## config.mk

```make
export PLATFORM = sky130hd
export DESIGN_NAME = fp24_div_seq_flat
export DESIGN_NICKNAME = d
export VERILOG_FILES = /design/src/rtl/fp24_pkg.sv /design/src/rtl/fp24_div_seq_if.sv /design/src/rtl/fp24_div_mant.sv /design/src/rtl/fp24_div_seq.sv /design/src/flat_wrapper.sv
export SDC_FILE = /design/constraint.sdc
export NUM_CORES = 1
export LEC_CHECK = 0
export CORE_MARGIN = 4
export CORE_UTILIZATION = 40
export DETAILED_ROUTE_END_ITERATION = 8
export DONT_BUFFER_PORTS = 1
export PLACE_DENSITY = 0.55
export SKIP_CTS_REPAIR_TIMING = 1
export SLEW_MARGIN = 20
export SYNTH_ARGS = -nofsm -noshare
export SYNTH_HDL_FRONTEND = slang
export SYNTH_SLANG_ARGS = --single-unit
```

## constraint.sdc

```tcl
create_clock -name clk -period 2.53 [get_ports clk]
set_input_delay 0.506 -clock clk [delete_from_list [all_inputs] [get_ports clk]]
set_output_delay 0.506 -clock clk [all_outputs]
set_load 0.005 [all_outputs]
```

## src/rtl/fp24_pkg.sv

```systemverilog
// Shared fp24 definitions: format widths, bias, the packed word layout and
// the divider FSM state encoding.
package fp24_pkg;

  localparam int unsigned FP24_W        = 24;
  localparam int unsigned FP24_EXP_W    = 6;
  localparam int unsigned FP24_FRAC_W   = 17;
  localparam int unsigned FP24_EXP_BIAS = 31;
  localparam int unsigned FP24_EXP_MAX  = 63;

  // Divider internals: mantissa with hidden bit, remainder, quotient bits.
  localparam int unsigned FP24_MANT_W = FP24_FRAC_W + 1;
  localparam int unsigned FP24_REM_W  = FP24_FRAC_W + 2;
  localparam int unsigned FP24_QQ_W   = FP24_FRAC_W + 3;

  typedef struct packed {
    logic                   sign;
    logic [FP24_EXP_W-1:0]  exp;
    logic [FP24_FRAC_W-1:0] frac;
  } fp24_t;

  typedef enum logic [1:0] {
    IDLE = 2'd0,
    RUN  = 2'd1,
    NORM = 2'd2,
    DONE = 2'd3
  } div_state_t;

endpackage

```

## src/rtl/fp24_div_seq_if.sv

```systemverilog
// Operand/result handshake bundle for fp24_div_seq.
//   in_valid/in_ready/a/b    : operand channel (producer -> divider)
//   out_valid/out_ready/q/flags : result channel (divider -> consumer), flags={ovf,unf}
interface fp24_div_seq_if;
  import fp24_pkg::*;

  logic       in_valid;
  logic       in_ready;
  fp24_t      a;
  fp24_t      b;
  logic       out_valid;
  logic       out_ready;
  fp24_t      q;
  logic [1:0] flags;

  modport master (
    output in_valid, a, b, out_ready,
    input  in_ready, out_valid, q, flags
  );

  modport slave (
    input  in_valid, a, b, out_ready,
    output in_ready, out_valid, q, flags
  );
endinterface

```

## src/rtl/fp24_div_mant.sv

```systemverilog
// Restoring mantissa divider: one quotient bit per clock for FP24_QQ_W clocks.
//   clk, rst_n : clock, async active-low reset
//   start_i    : load remainder with ma_i and restart the iteration count
//   ma_i       : dividend mantissa {1,frac}, sampled on start_i
//   mb_i       : divisor mantissa {1,frac}, must stay stable while iterating
//   done_c_o   : high during the final iteration cycle (combinational)
//   qq_o       : quotient, qq_o[MSB] is the integer bit
module fp24_div_mant
  import fp24_pkg::*;
(
  input  logic                   clk,
  input  logic                   rst_n,
  input  logic                   start_i,
  input  logic [FP24_MANT_W-1:0] ma_i,
  input  logic [FP24_MANT_W-1:0] mb_i,
  output logic                   done_c_o,
  output logic [FP24_QQ_W-1:0]   qq_o
);

  localparam int unsigned ITER  = FP24_QQ_W;
  localparam int unsigned CNT_W = $clog2(ITER + 1);

  logic [FP24_REM_W-1:0] r_q;
  logic [FP24_QQ_W-1:0]  qq_q;
  logic [CNT_W-1:0]      cnt_q;
  logic                  busy_q;

  logic                  qbit_c;
  logic [FP24_REM_W-1:0] r_sub_c;

  // Trial subtract; the restored remainder is always below mb, so the shift never loses a bit.
  always_comb begin
    qbit_c  = (r_q >= FP24_REM_W'(mb_i));
    r_sub_c = qbit_c ? (r_q - FP24_REM_W'(mb_i)) : r_q;
  end

  always_ff @(posedge clk or negedge rst_n) begin
    if (!rst_n) begin
      r_q    <= '0;
      qq_q   <= '0;
      cnt_q  <= '0;
      busy_q <= 1'b0;
    end else if (start_i) begin
      r_q    <= FP24_REM_W'(ma_i);
      qq_q   <= '0;
      cnt_q  <= '0;
      busy_q <= 1'b1;
    end else if (busy_q) begin
      r_q   <= {r_sub_c[FP24_REM_W-2:0], 1'b0};
      qq_q  <= {qq_q[FP24_QQ_W-2:0], qbit_c};
      cnt_q <= cnt_q + CNT_W'(1);
      if (cnt_q == CNT_W'(ITER - 1)) begin
        busy_q <= 1'b0;
      end
    end
  end

  assign done_c_o = busy_q && (cnt_q == CNT_W'(ITER - 1));
  assign qq_o     = qq_q;

endmodule

```

## src/rtl/fp24_div_seq.sv

```systemverilog
// Sequential fp24 divider q = a / b with valid/ready handshakes on both sides.
//   clk, rst_n : clock, async active-low reset (aborts any operation in flight)
//   bus        : fp24_div_seq_if.slave (in_valid/in_ready/a/b, out_valid/out_ready/q/flags)
// Result appears 21 clocks after the input handshake; flags = {ovf, unf}.
// Build option: define FP24_DIV_ROUND_EN for round-half-up on the guard bit;
// otherwise the quotient is truncated.
module fp24_div_seq
  import fp24_pkg::*;
(
  input  logic           clk,
  input  logic           rst_n,
  fp24_div_seq_if.slave  bus
);

  localparam int unsigned EW = 8;

  div_state_t             state_q;
  logic                   in_ready_q;
  logic                   out_valid_q;
  fp24_t                  q_q;
  logic [1:0]             flags_q;
  logic                   sign_q;
  logic [FP24_EXP_W-1:0]  ea_q;
  logic [FP24_EXP_W-1:0]  eb_q;
  logic [FP24_MANT_W-1:0] mb_q;

  logic                   accept_c;
  logic                   mant_done_c;
  logic [FP24_QQ_W-1:0]   qq_c;

  logic signed [EW-1:0]   e_base_c;
  logic signed [EW-1:0]   e_norm_c;
  logic signed [EW-1:0]   e_rnd_c;
  logic [FP24_FRAC_W-1:0] frac_c;
  logic [FP24_FRAC_W-1:0] frac_rnd_c;
  logic                   guard_c;
  logic                   ovf_c;
  logic                   unf_c;
  fp24_t                  q_c;

  assign accept_c = (state_q == IDLE) && bus.in_valid && in_ready_q;

  fp24_div_mant u_mant (
    .clk      (clk),
    .rst_n    (rst_n),
    .start_i  (accept_c),
    .ma_i     ({1'b1, bus.a.frac}),
    .mb_i     (mb_q),
    .done_c_o (mant_done_c),
    .qq_o     (qq_c)
  );

  // Normalise on the integer bit, then round (optional) and saturate the exponent.
  always_comb begin
    e_base_c = $signed(EW'(ea_q)) - $signed(EW'(eb_q)) + $signed(EW'(FP24_EXP_BIAS));
    if (qq_c[FP24_QQ_W-1]) begin
      frac_c   = qq_c[FP24_QQ_W-2:2];
      guard_c  = qq_c[1];
      e_norm_c = e_base_c;
    end else begin
      frac_c   = qq_c[FP24_QQ_W-3:1];
      guard_c  = qq_c[0];
      e_norm_c = e_base_c - $signed(EW'(1));
    end

`ifdef FP24_DIV_ROUND_EN
    // An all-ones fraction wraps to zero; the carry moves into the exponent.
    frac_rnd_c = frac_c + FP24_FRAC_W'(guard_c);
    e_rnd_c    = (&frac_c && guard_c) ? (e_norm_c + $signed(EW'(1))) : e_norm_c;
`else
    frac_rnd_c = frac_c;
    e_rnd_c    = e_norm_c;
`endif

    ovf_c = e_rnd_c > $signed(EW'(FP24_EXP_MAX));
    unf_c = e_rnd_c < $signed(EW'(0));

    q_c.sign = sign_q;
    if (ovf_c) begin
      q_c.exp  = '1;
      q_c.frac = '1;
    end else if (unf_c) begin
      q_c.exp  = '0;
      q_c.frac = '0;
    end else begin
      q_c.exp  = e_rnd_c[FP24_EXP_W-1:0];
      q_c.frac = frac_rnd_c;
    end
  end

  // Guard is only consumed by the rounding build.
  logic unused_guard_c;
  assign unused_guard_c = guard_c;

  // Control FSM with registered handshake and result outputs.
  always_ff @(posedge clk or negedge rst_n) begin
    if (!rst_n) begin
      state_q     <= IDLE;
      in_ready_q  <= 1'b1;
      out_valid_q <= 1'b0;
      q_q         <= '0;
      flags_q     <= '0;
      sign_q      <= 1'b0;
      ea_q        <= '0;
      eb_q        <= '0;
      mb_q        <= '0;
    end else begin
      case (state_q)
        IDLE: begin
          if (accept_c) begin
            sign_q     <= bus.a.sign ^ bus.b.sign;
            ea_q       <= bus.a.exp;
            eb_q       <= bus.b.exp;
            mb_q       <= {1'b1, bus.b.frac};
            in_ready_q <= 1'b0;
            state_q    <= RUN;
          end
        end
        RUN: begin
          if (mant_done_c) begin
            state_q <= NORM;
          end
        end
        NORM: begin
          q_q         <= q_c;
          flags_q     <= {ovf_c, unf_c};
          out_valid_q <= 1'b1;
          state_q     <= DONE;
        end
        DONE: begin
          if (bus.out_ready) begin
            out_valid_q <= 1'b0;
            in_ready_q  <= 1'b1;
            state_q     <= IDLE;
          end
        end
        default: begin
          in_ready_q  <= 1'b1;
          out_valid_q <= 1'b0;
          state_q     <= IDLE;
        end
      endcase
    end
  end

  assign bus.in_ready  = in_ready_q;
  assign bus.out_valid = out_valid_q;
  assign bus.q         = q_q;
  assign bus.flags     = flags_q;

endmodule
```

## src/flat_wrapper.sv

```systemverilog
// flat-port wrapper written by rule: the top's interface ports become plain ports
module fp24_div_seq_flat import fp24_pkg::*;
  (clk, rst_n, bus_in_valid, bus_a, bus_b, bus_out_ready, bus_in_ready, bus_out_valid, bus_q, bus_flags);
  fp24_div_seq_if bus_i ();
  input  logic clk;
  input  logic rst_n;
  input wire logic [$bits(bus_i.in_valid)-1:0] bus_in_valid;
  input wire logic [$bits(bus_i.a)-1:0] bus_a;
  input wire logic [$bits(bus_i.b)-1:0] bus_b;
  input wire logic [$bits(bus_i.out_ready)-1:0] bus_out_ready;
  output wire logic [$bits(bus_i.in_ready)-1:0] bus_in_ready;
  output wire logic [$bits(bus_i.out_valid)-1:0] bus_out_valid;
  output wire logic [$bits(bus_i.q)-1:0] bus_q;
  output wire logic [$bits(bus_i.flags)-1:0] bus_flags;
  assign bus_i.in_valid = bus_in_valid;
  assign bus_i.a = bus_a;
  assign bus_i.b = bus_b;
  assign bus_i.out_ready = bus_out_ready;
  assign bus_in_ready = bus_i.in_ready;
  assign bus_out_valid = bus_i.out_valid;
  assign bus_q = bus_i.q;
  assign bus_flags = bus_i.flags;
  fp24_div_seq u_core (.clk(clk), .rst_n(rst_n), .bus(bus_i));
endmodule
```

# Word-level counts from Yosys, hierarchy flattened
# Cells that the tools add are included.
# word_totals
mem_bits_ro	0
latchBits	0
mem_bits_rw	0
input_bits	52
ff_bits	106
memories	0
# op_classes
n_div	0
mux	23
n_addsub	5
n_lt_le_gt_ge	3
multipliers	0
n_eq_ne	7
n_reduce_logical	11
n_bitwise	1
shifts	0
# ops
op	count
23-bit 2-to-1 mux	2
20-bit 2-to-1 mux	2
19-bit 2-to-1 mux	2
19-bit by 18-bit greater-or-equal comparator with 1-bit output	1
18-bit 2-to-1 mux	1
18-bit subtractor	1
17-bit 2-to-1 mux	1
5-bit 2-to-1 mux	2
8-bit by 6-bit adder with 8-bit output (second input constant)	1
8-bit by 7-bit greater-than comparator with 1-bit output (second input constant)	1
8-bit by 1-bit less-than comparator with 1-bit output (second input constant)	1
8-bit 2-to-1 mux	1
2-bit one-hot mux with 4 select lines	1
8-bit by 2-bit subtractor with 8-bit output (second input constant)	1
6-bit by 6-bit subtractor with 7-bit output	1
1-bit 2-to-1 mux	6
2-bit 2-to-1 mux	3
3-bit AND reduction	2
2-bit nonzero test	3
5-bit by 1-bit adder with 5-bit output (second input constant)	1
5-bit == test (second input constant)	1
2-bit == test (second input constant)	2
2-bit by 1-bit != test with 1-bit output (second input constant)	2
1-bit one-hot mux with 2 select lines	2
6 further kinds	9

# Longest topological paths before layout
# Gate-level depths: netlist of run 1.
# logic_depth
depth_word	7
mapped_depth	14
ltp_nobuf	13

# Hierarchy
# A second synthesis of run 1 with hierarchy kept.
# unflattened
cells_unflattened	646
area_unflattened_um2	6510.0
# by_module_without_submodules
module	area_per_inst_um2	seq_area_each_um2	cells_each	instances
fp24_div_seq	3343.2	1527.7	295	1
fp24_div_mant	3166.8	1126.1	351	1

# Worst setup path after synthesis of run 1
# No wires, ideal clock.
# synth_timing
path_kind	reg2reg
from	register u_core.ea_q[0]
to	register u_core.q_q (netlist bit u_core.bus.q[0])
path_slack_ns	-0.146
stages_incl_launch_ff	14
period_less_slack_ns	2.676
arrival_time_ns	2.531
cell_sequence	dfrtp_1 > inv_1 > ha_1 > inv_1 > fa_1 > inv_1 > ha_1 > xor2_1 > a31oi_4 > nor2_1 > a31oi_1 > nand2_1 > clkbuf_1 > o221ai_1
# synth_via
elab_chain_cells	7
# synth_rtl
element	line	rtl
start: declaration	fp24_div_seq.sv:23	logic [FP24_EXP_W-1:0] ea_q;
start signal: assignment	fp24_div_seq.sv:112	ea_q <= bus.a.exp;
6-bit by 6-bit subtractor with 7-bit output *	fp24_div_seq.sv:55	e_base_c = $signed(EW'(ea_q)) - $signed(EW'(eb_q)) + $signed(EW'(FP24_EXP_BIAS));
8-bit by 6-bit adder with 8-bit output *	fp24_div_seq.sv:55	
8-bit by 2-bit subtractor with 8-bit output	fp24_div_seq.sv:63	e_norm_c = e_base_c - $signed(EW'(1));
8-bit 2-to-1 mux *	fp24_div_seq.sv:56	if (qq_c[FP24_QQ_W-1]) begin
8-bit by 1-bit less-than comparator with 1-bit output	fp24_div_seq.sv:76	unf_c = e_rnd_c < $signed(EW'(0));
23-bit 2-to-1 mux	fp24_div_seq.sv:82	end else if (unf_c) begin
23-bit 2-to-1 mux *	fp24_div_seq.sv:79	if (ovf_c) begin
end signal: assignment	fp24_div_seq.sv:125	q_q <= q_c;
end: declaration	fp24_div_seq.sv:20	fp24_t q_q;
# Every way passes the cells marked *; elsewhere a longest branch is shown, timed or not.
# A chain may end at the register's enable or synchronous reset.

# Final worst setup path of run 1
# Same ends and word-level chain as after synthesis.

==> run metrics, run 1 <==
num rows=45; post-DR wirelength/cell=17.34 µm; failing checks=negative hold slack, negative setup slack; Vias/cell=5.497; Final Hold Fails=105; CP required=2800 ps; Max Clock Freq=about 0.37 GHz; IO buf count=0; antenna violations before repair=0; First-pass DRT Iterations=4; Int Power=0.002393 W; Psw=0.0007173 W; Post-Route WL=15670 µm; CTS tree=built; Core Region=15200 µm²; total power=0.003110 W; PwrDens=just over 400 nW/µm²; min-delay worst type=primary input to async pin; Max-Cap Viols=0; outcome=complete, but fails checks; number of nets with antenna violations after routing=0; Die H=132.7 µm; final layout net count=796; commonest non-fill, non-tap cell in the layout=dfrtp_1; Final WS setup=-155.5 ps; worst-skew pair later-pin latency=360 ps; Gate Count Post-Synth=659; reg2reg path depth=14; Area growth syn-to-layout=22.53%; synth unique cells=62; most frequent cells in the layout=104 x dfrtp_1, 64 x buf_4, 61 x nand2_1, 55 x inv_1, 49 x mux2i_1; gr ovfl total=0; sw frac=23.06%; Ys Warns=0; Post-Layout Cell Count=904; number of fill cells=1393; DRC viols=0; Post-synth EDFFs=0; Mapped Area=6225 µm²; FF+latch count, synth=106; vias in the first global route=4717; full die area=17620 µm²; Setup crit end kind=flip-flop; first-pass GRT wire length=24140 µm; Max Transition Viols Final=0; CP Max Fanout=11; minimum clock period=approximately 2700 ps; Pleak=3.468 nW; Ant. Diodes=0; VDD IR-drop max=approximately 0.00035 V; crit path kind=flip-flop to flip-flop; Initial Utilization=about two fifths; clock group share of total power=45.5%; Top FF cell, synth=dfrtp_1; Reg power frac=between 50% and 60%; endpoint arrival time on the critical path=2950 ps; Final Setup Violations=23; worst hold slack=-160.7 ps; hpwl dp=10350 µm; number of instances in the placed design=866; clk_skew=10.52 ps; Total GRT Usage=16.77%; combinational group share of total power=less than 1%; H-tree level count=3; DR iter-0 viols=264; Inserted Clock Buffers=9; Slew headroom=60.53%; share of layout cells above drive strength 1=22.63%; Seq/Total Area, Yosys=42.63%; Tcrit/Tclk final=106.1%; clk slew on worst S/H paths=80 ps; asr flop ratio synth=100.0%; chip width=132.7 µm; Ports=80; clock sinks=106; Max clock buf depth=2; Final Wtd Congestion=about 0.9; synthesized area per cell=roughly 9.4 µm²; Worst Setup Start Kind=flip-flop; Least-Margin Pin Slew=slightly below 600 ps; total number of vias=4969; Root Driver=clkbuf_16; RSZ-0062 raised after global routing=true; largest net degree at the start of global routing=between 100 and 150; Syn Nets=approximately 740
-- worst max-delay path, cell delays in order, from the launching register on --
cell and delay, ps:
dfrtp_1 370, inv_2 70, ha_4 120, inv_2 30
fa_2 540, inv_4 50, ha_4 170, xor2_2 150
a31oi_4 200, nor2_4 70, buf_4 160, a31oi_4 170
nand2_4 110, buf_12 190, o221ai_1 180
-- power by group through the flow --
stage,Clock (W),Sequential (W),Combinational [W]
after floorplan,0,0.00173,0.00000231
after global routing,0.00154,0.00169,0.00000315
after CTS,0.00147,0.00169,0.00000294
final,0.00142,0.00169,0.00000292
after global placement,0,0.00173,0.00000248
after detailed placement,0,0.00173,0.00000288
-- layout make-up --
| cell class | instances | area (µm²) | area share, % |
|---|---|---|---|
| clock inverter | 7 | 70.07 | 0.9186 |
| inverter | 62 | 235.2 | 3.084 |
| timing repair buffer | 79 | 716.9 | 9.400 |
| tap | 188 | 235.2 | 3.084 |
| multi-input combinational | 453 | 3490 | 45.75 |
| sequential | 106 | 2655 | 34.81 |
| clock buffer | 9 | 225.2 | 2.953 |
-- layer usage --
layer	GRT usage, %	vias up	part of all wire, %
met5	0	-	0
met4	4.908	0	1.3
met3	4.829	17	5.8
met2	24.73	120	46
met1	24.02	2407	47
li1	-	2425	-
-- state kept, by name, indices dropped and copies added, names as in the netlist --
| signal | cells |
|---|---|
| u_core.mb_q | 18 |
| u_core.eb_q | 6 |
| u_core.bus.out_valid | 1 |
| u_core.u_mant.r_q | 19 |
| u_core.bus.flags | 2 |
| u_core.bus.q | 24 |
| u_core.bus.in_ready | 1 |
| u_core.u_mant.qq_o | 20 |
| u_core.sign_q | 1 |
| u_core.u_mant.cnt_q | 5 |
| u_core.u_mant.busy_q | 1 |
| u_core.state_q | 2 |
| u_core.ea_q | 6 |
-- synth_stat cells, types with 3 or more instances --
library cell / n / area share [%]
dfrtp_1: 105 / 42
nand2_1: 64 / 3.9
inv_1: 61 / 3.7
mux2i_1: 51 / 8.2
nor2_1: 48 / 2.9
o21ai_0: 40 / 3.2
a21oi_1: 37 / 3.0
ha_1: 31 / 6.2
o221ai_1: 22 / 3.1
clkbuf_1: 20 / 1.2
xnor2_1: 15 / 2.1
o21ai_1: 11 / 0.88
nor3_1: 10 / 0.80
nor3b_1: 10 / 1.2
xor2_1: 10 / 1.4
nand3_1: 8 / 0.64
nand4_1: 8 / 0.80
a31oi_1: 7 / 0.70
buf_2: 7 / 0.56
buf_1: 6 / 0.36
or3_1: 6 / 0.60
a21o_1: 5 / 0.60
buf_6: 5 / 0.90
a211o_1: 4 / 0.56
a221o_1: 4 / 0.64
nand2b_1: 4 / 0.40
nor2b_1: 4 / 0.40
o31ai_1: 4 / 0.48
a211oi_1: 3 / 0.36
and3_1: 3 / 0.30
mux2_2: 3 / 0.54
o31a_1: 3 / 0.42
-- logic make-up (layout without fill, tap and decap cells) --
| kind of cell | Yosys count | count (layout) | share of synthesized area, % |
|---|---|---|---|
| XOR/XNOR | 27 | 27 | 4.040 |
| adder cells (fa/ha/maj) | 33 | 33 | 6.874 |
| flip-flops | 106 | 106 | 42.63 |
| buffers and inverters | 100 | 157 | 6.774 |
| multiplexers | 54 | 54 | 8.744 |
| AO/OA/AOI/OAI | 162 | 162 | 17.41 |
| AND/OR/NAND/NOR | 177 | 177 | 13.53 |
-- path summary, 6_finish.rpt --
path                                                  start  slack [ps]                          endpoint
worst max-delay path             u_core.ea_q[0]$_DFFE_PN0P_        -160       u_core.bus.q[0]$_DFFE_PN0P_
worst min-delay path                                  rst_n        -160  u_core.u_mant.r_q[8]$_DFFE_PN0P_
worst max register to register   u_core.ea_q[0]$_DFFE_PN0P_        -160       u_core.bus.q[0]$_DFFE_PN0P_
worst min register to register  u_core.mb_q[17]$_DFFE_PN0P_         460       u_core.mb_q[17]$_DFFE_PN0P_
max in group asynchronous                             rst_n        2490   u_core.bus.in_ready$_DFFE_PN1P_
min in group clk                                  bus_a[21]         250        u_core.ea_q[4]$_DFFE_PN0P_
-- through the flow --
step / util, % / setup TNS, ps / instance area (µm²) / worst slack (ps)
global placement: 44.63 / -1924 / 6785 / -84.95
CTS: 46.58 / -4481 / 7081 / -147.1
floorplan: - / 0 / 6281 / 6.382
finish: 50.17 / -2851 / 7627 / -155.5
global route: 50.17 / -6229 / 7627 / -284.0
detailed placement: 44.63 / -3365 / 6785 / -122.1
No activity file was read; power rests on OpenSTA's default activity.
==> run 2: changes to the inputs <==
Settings changed: CORE_MARGIN 4 to 5.
==> run 2 against run 1 <==
The flow still finishes with violations (negative hold slack, negative setup slack); wire length down 4.3%; sequential power barely moved; clock skew rose by 2.3 ps; utilization is essentially flat; via count shrank 1.4%; total power increased by 6.6%; sequential cell count is the same; maximum frequency down 1.8%; hold slack lost 11 ps; die area is 3.0% higher.
==> run metrics, run 2 (synthesized netlist as in run 1, its figures left out) <==
CP required=2800 ps; Max clock buf depth=2; most frequent cells in the layout=103 x dfrtp_1, 65 x buf_4, 63 x nand2_1, 54 x inv_1, 50 x mux2i_1; Ant. Diodes=0; pre-CTS setup slack=-177.7 ps; hpwl dp=10540 µm; worst path cell trace=inv_2 -> ha_4 -> inv_2 -> fa_2 -> inv_4 -> ha_4 -> nor2b_4 -> o21ai_1 -> o21ai_1 -> mux2_4 -> a21oi_2 -> o211ai_2 -> buf_6 -> clkbuf_16 -> o221ai_1; Vias/cell=between 5 and 6; Max Transition Viols Final=0; vias in the first global route=4852; Initial Utilization=40.80%; Final Wtd Congestion=0.8838; Final Setup Violations=24; endpoint arrival time on the critical path=3000 ps; num rows=45; share of layout cells above drive strength 1=22.47%; number of instances in the placed design=~900; clock sinks=between 100 and 150; chip width=134.7 µm; placed inst area=approximately 6900 µm²; clk slew on worst S/H paths=80 ps; RSZ-0062 raised after global routing=true; Max stage delay on crit path=540 ps; first-pass GRT wire length=24370 µm; gr ovfl total=0; Final WS setup=-203.7 ps; minimum clock period=2734 ps; min-delay worst type=primary input to async pin; Post-Layout Cell Count=923; CP max stage cell=fa_2; DR iter-0 viols=252; number of nets with antenna violations after routing=0; post-DR wirelength/cell=approximately 16 µm; setup TNS=-3815 ps; Max-Cap Viols=0; Ports=80; final layout net count=a little under 800; Area growth syn-to-layout=23.10%; Inserted Clock Buffers=9; full die area=~18000 µm²; worst-skew pair later-pin latency=370 ps; IO buf count=0; crit path kind=flip-flop to flip-flop; Pleak=3.454 nW; First-pass DRT Iterations=4; PwrDens=432.8 nW/µm²; Final Hold Fails=105; VDD IR-drop max=between 0.0003 and 0.0004 V; Core Region=around 15000 µm²; Setup crit end kind=flip-flop; H-tree level count=3; CTS tree=built; outcome=complete, but fails checks; largest net degree at the start of global routing=107; Total GRT Usage=16.54%; Post-Route WL=roughly 15000 µm; antenna violations before repair=0; Max Clock Freq=0.3658 GHz; worst hold slack=-171.8 ps; Final Util=50.22%; Die H=134.7 µm; DRC viols=0; clk_skew=12.83 ps; Worst Setup Start Kind=flip-flop; Least-Margin Pin Slew=~540 ps; Root Driver=clkbuf_16; total number of vias=between 4000 and 5000; post-route cell area=around 7700 µm²; CP Max Fanout=11; failing checks=negative hold slack, negative setup slack; Slew headroom=about 64%; max reg flops=24; commonest non-fill, non-tap cell in the layout=dfrtp_1; Tcrit/Tclk final=108.1%
==> run 2: critical path: cells and delay by family (launching register included) <==
kind,cells,cell delay [ps]
multiplexers,1,280
AO/OA/AOI/OAI,5,570
flip-flops,1,370
buffers and inverters,5,470
adder cells (fa/ha/maj),3,820
AND/OR/NAND/NOR,1,120
==> run 2: power breakdown <==
part           switching, W  internal, W
Combinational   0.000000476   0.00000196
Sequential                0      0.00169
Clock              0.000703     0.000918
Total              0.000704      0.00261
==> run 2: through the flow <==
stage	total power (W)	hold WS, ps
floorplan	0.001729	210.4
global placement	0.001729	217.1
detailed placement	0.001729	217.5
CTS	0.003370	-188.0
global route	0.003437	-194.1
finish	0.003317	-171.8
==> run 2: per-layer routing <==
metal  track usage (%)  up-vias  share of wire (%)
met3             4.620       16                5.6
li1                  -     2413                  -
met2             26.57       90                 46
met4             5.769        0                1.5
met1             21.50     2381                 47
met5                 0        -                  0
==> run 2: path summary, 6_finish.rpt <==
path,start,endpoint,slack (ps),depth (start not counted)
min in group clk,bus_out_ready,u_core.bus.out_valid$_DFFE_PN0P_,250,1
setup / recovery,u_core.ea_q[0]$_DFFE_PN0P_,u_core.bus.q[15]$_DFFE_PN0P_,-200,15
max in group asynchronous,rst_n,u_core.bus.in_ready$_DFFE_PN1P_,2500,0
setup reg to reg,u_core.ea_q[0]$_DFFE_PN0P_,u_core.bus.q[15]$_DFFE_PN0P_,-200,15
hold / removal,rst_n,u_core.u_mant.r_q[8]$_DFFE_PN0P_,-170,0
hold reg to reg,u_core.mb_q[17]$_DFFE_PN0P_,u_core.mb_q[17]$_DFFE_PN0P_,450,2
==> run 2: layout make-up <==
class	instances	area, µm²
Clock buffer	10	239.0
Clock inverter	6	105.1
Fill cell	1419	7596
Inverter	62	235.2
Multi-Input combinational cell	453	3500
Sequential cell	106	2656
Tap cell	211	264.0
Timing Repair Buffer	75	663.1
==> run 3: changes to the inputs <==
Settings changed: SETUP_SLACK_MARGIN set to 0.05, SKIP_CTS_REPAIR_TIMING 1 to unset.
==> run 3 against run 2 <==
The flow still finishes with violations (negative hold slack, negative setup slack); final cell count grew 0.11%; clock-buffer cell count rose by 1; die area is the same; cell area decreased by 0.73%; non-clock buffer count up 1; utilization down 0.37 points; maximum frequency up 2.4%; global-route usage up 0.65 points; via count increased by 0.90%; register-to-register slack improved by 70 ps; wire length increased by 3.2%; critical path depth shrank 1.
==> run metrics, run 3 (synthesized netlist as in run 1, its figures left out) <==
PwrDens=436.3 nW/µm²; reg2reg end=u_core.bus.q[10]$_DFFE_PN0P_; endpoint arrival time on the critical path=2890 ps; clk_skew=12.05 ps; Area growth syn-to-layout=22.19%; gr ovfl total=0; reg2reg path depth=14; minimum clock period=2669 ps; RSZ-0062 raised after global routing=true; Worst Setup EP=u_core.bus.q[10]$_DFFE_PN0P_; Die H=134.7 µm; chip width=~130 µm; crit path kind=flip-flop to flip-flop; Total GRT Usage=17.19%; worst-skew pair later-pin latency=350 ps; clk slew on worst S/H paths=roughly 80 ps; final layout net count=about 790; worst r2r src=u_core.ea_q[0]$_DFFE_PN0P_; Least-Margin Pin Slew=578.0 ps; DRC viols=0; Max clock buf depth=2; Worst Setup SP=u_core.ea_q[0]$_DFFE_PN0P_; max reg flops=24; CP Max Fanout=22; outcome=complete, but fails checks; worst path cell trace=inv_2 -> ha_4 -> inv_2 -> fa_1 -> inv_2 -> ha_4 -> nor2b_4 -> o21ai_1 -> o21ai_2 -> mux2i_1 -> nor4_2 -> o211ai_2 -> buf_12 -> o221ai_1; clock sinks=between 100 and 150; num rows=45; post-route cell area=7606 µm²; most frequent cells in the layout=104 x dfrtp_1, 69 x buf_4, 62 x nand2_1, 54 x inv_1, 48 x mux2i_1; IO buf count=0; Slew headroom=61.37%; Final WS setup=-138.5 ps; first-pass GRT wire length=25360 µm; Max-Cap Viols=0; CP required=2750 ps; Pleak=3.430 nW; Inserted Clock Buffers=9; CP dominant cell by count=inv_2; failing checks=negative hold slack, negative setup slack; Max stage delay on crit path=490 ps; Final Wtd Congestion=0.8710; Ports=80; Root Driver=clkbuf_16; Post-Layout Cell Count=924; H-tree level count=3; antenna violations before repair=0; share of layout cells above drive strength 1=22.16%; Final Hold Fails=between 100 and 150; commonest non-fill, non-tap cell in the layout=dfrtp_1; vias in the first global route=4995; Worst Setup Start Kind=flip-flop; First-pass DRT Iterations=4; Tcrit/Tclk final=105.5%; Max Transition Viols Final=0; Max Clock Freq=between 0.3 and 0.4 GHz; min-delay worst type=primary input to async pin; slack of the worst reg-to-reg path=-140 ps; number of instances in the placed design=around 900; Initial Utilization=approximately 41%; setup TNS=-2663 ps; full die area=18160 µm²; placed inst area=6862 µm²; post-DR wirelength/cell=~17 µm; Setup crit end kind=flip-flop; CTS tree=built; Final Setup Violations=24; hpwl dp=10530 µm; Core Region=approximately 15000 µm²; largest net degree at the start of global routing=about 110; Ant. Diodes=0; VDD IR-drop max=roughly 0.00036 V; worst hold slack=-150.7 ps; number of nets with antenna violations after routing=0; pre-CTS setup slack=-236.9 ps; CP max stage cell=fa_1; DR iter-0 viols=248; Vias/cell=5.351; total number of vias=4944; Post-Route WL=15470 µm
run 3: cell count changes in the layout (fill, tap and decap cells not counted), moves of 3 or more:
cell	before	now
buf_4	65	69
ha_1	21	17
ha_4	9	12
o221ai_1	11	22
o221ai_2	9	0
run 3: worst min path at each step:
| stage | from | endpoint | slack (ps) | cells after the start |
|---|---|---|---|---|
| global placement | rst_n | u_core.mb_q[13]$_DFFE_PN0P_ | 220 | 0 |
| CTS | rst_n | u_core.mb_q[5]$_DFFE_PN0P_ | -180 | 0 |
| finish | rst_n | u_core.u_mant.r_q[17]$_DFFE_PN0P_ | -150 | 0 |
| detailed placement | rst_n | u_core.eb_q[4]$_DFFE_PN0P_ | 220 | 0 |
| global route | rst_n | u_core.u_mant.r_q[8]$_DFFE_PN0P_ | -180 | 0 |
| floorplan | rst_n | u_core.bus.flags[0]$_DFFE_PN0P_ | 210 | 0 |
run 3: final cells by class:
cell class / count / area [µm²]
timing repair buffer: 76 / 636.9
inverter: 62 / 232.7
multi-input combinational: 453 / 3473
sequential: 106 / 2655
clock buffer: 11 / 252.7
tap: 211 / 264.0
fill: 1412 / 7652
clock inverter: 5 / 91.34
run 3: repair_timing:
item / CTS / global route
resized for setup: 16 / 38
setup buffers: 5 / 8
gates cloned: 0 / 1
endpoints found under the setup margin: 41 / 41
endpoints found under the hold margin: 105 / 105
pin swaps: 8 / 18
run 3: report_power, final:
| group | switching (W) | internal [W] | total (W) |
|---|---|---|---|
| Sequential | 0 | 0.00169 | 0.00169 |
| Clock | 0.000683 | 0.000940 | 0.00162 |
| Combinational | 0.000000583 | 0.00000197 | 0.00000255 |
run 3: critical path: cells and delay by family (launching register included):
family          cells  cell delay, ps
compound gates      4             580
fa+ha+maj           3             770
buf+inv             4             360
flops               1             380
mux                 1             210
simple gates        2             210
run 3: stage by stage:
step / total power [W] / hold WS (ps) / util (%)
global route: 0.003427 / -179.6 / 49.85
finish: 0.003318 / -150.7 / 49.85
detailed placement: 0.001729 / 217.9 / 44.97
global placement: 0.001729 / 216.8 / 44.97
CTS: 0.003377 / -175.8 / 47.88
floorplan: 0.001729 / 210.4 / -
run 3: per-layer routing:
metal	up-vias	global-route usage [%]	share of wire (%)
met3	16	4.359	5.1
met5	-	0	0
met4	0	4.355	0.99
met2	107	27.35	48
met1	2401	23.52	46
li1	2420	-	-
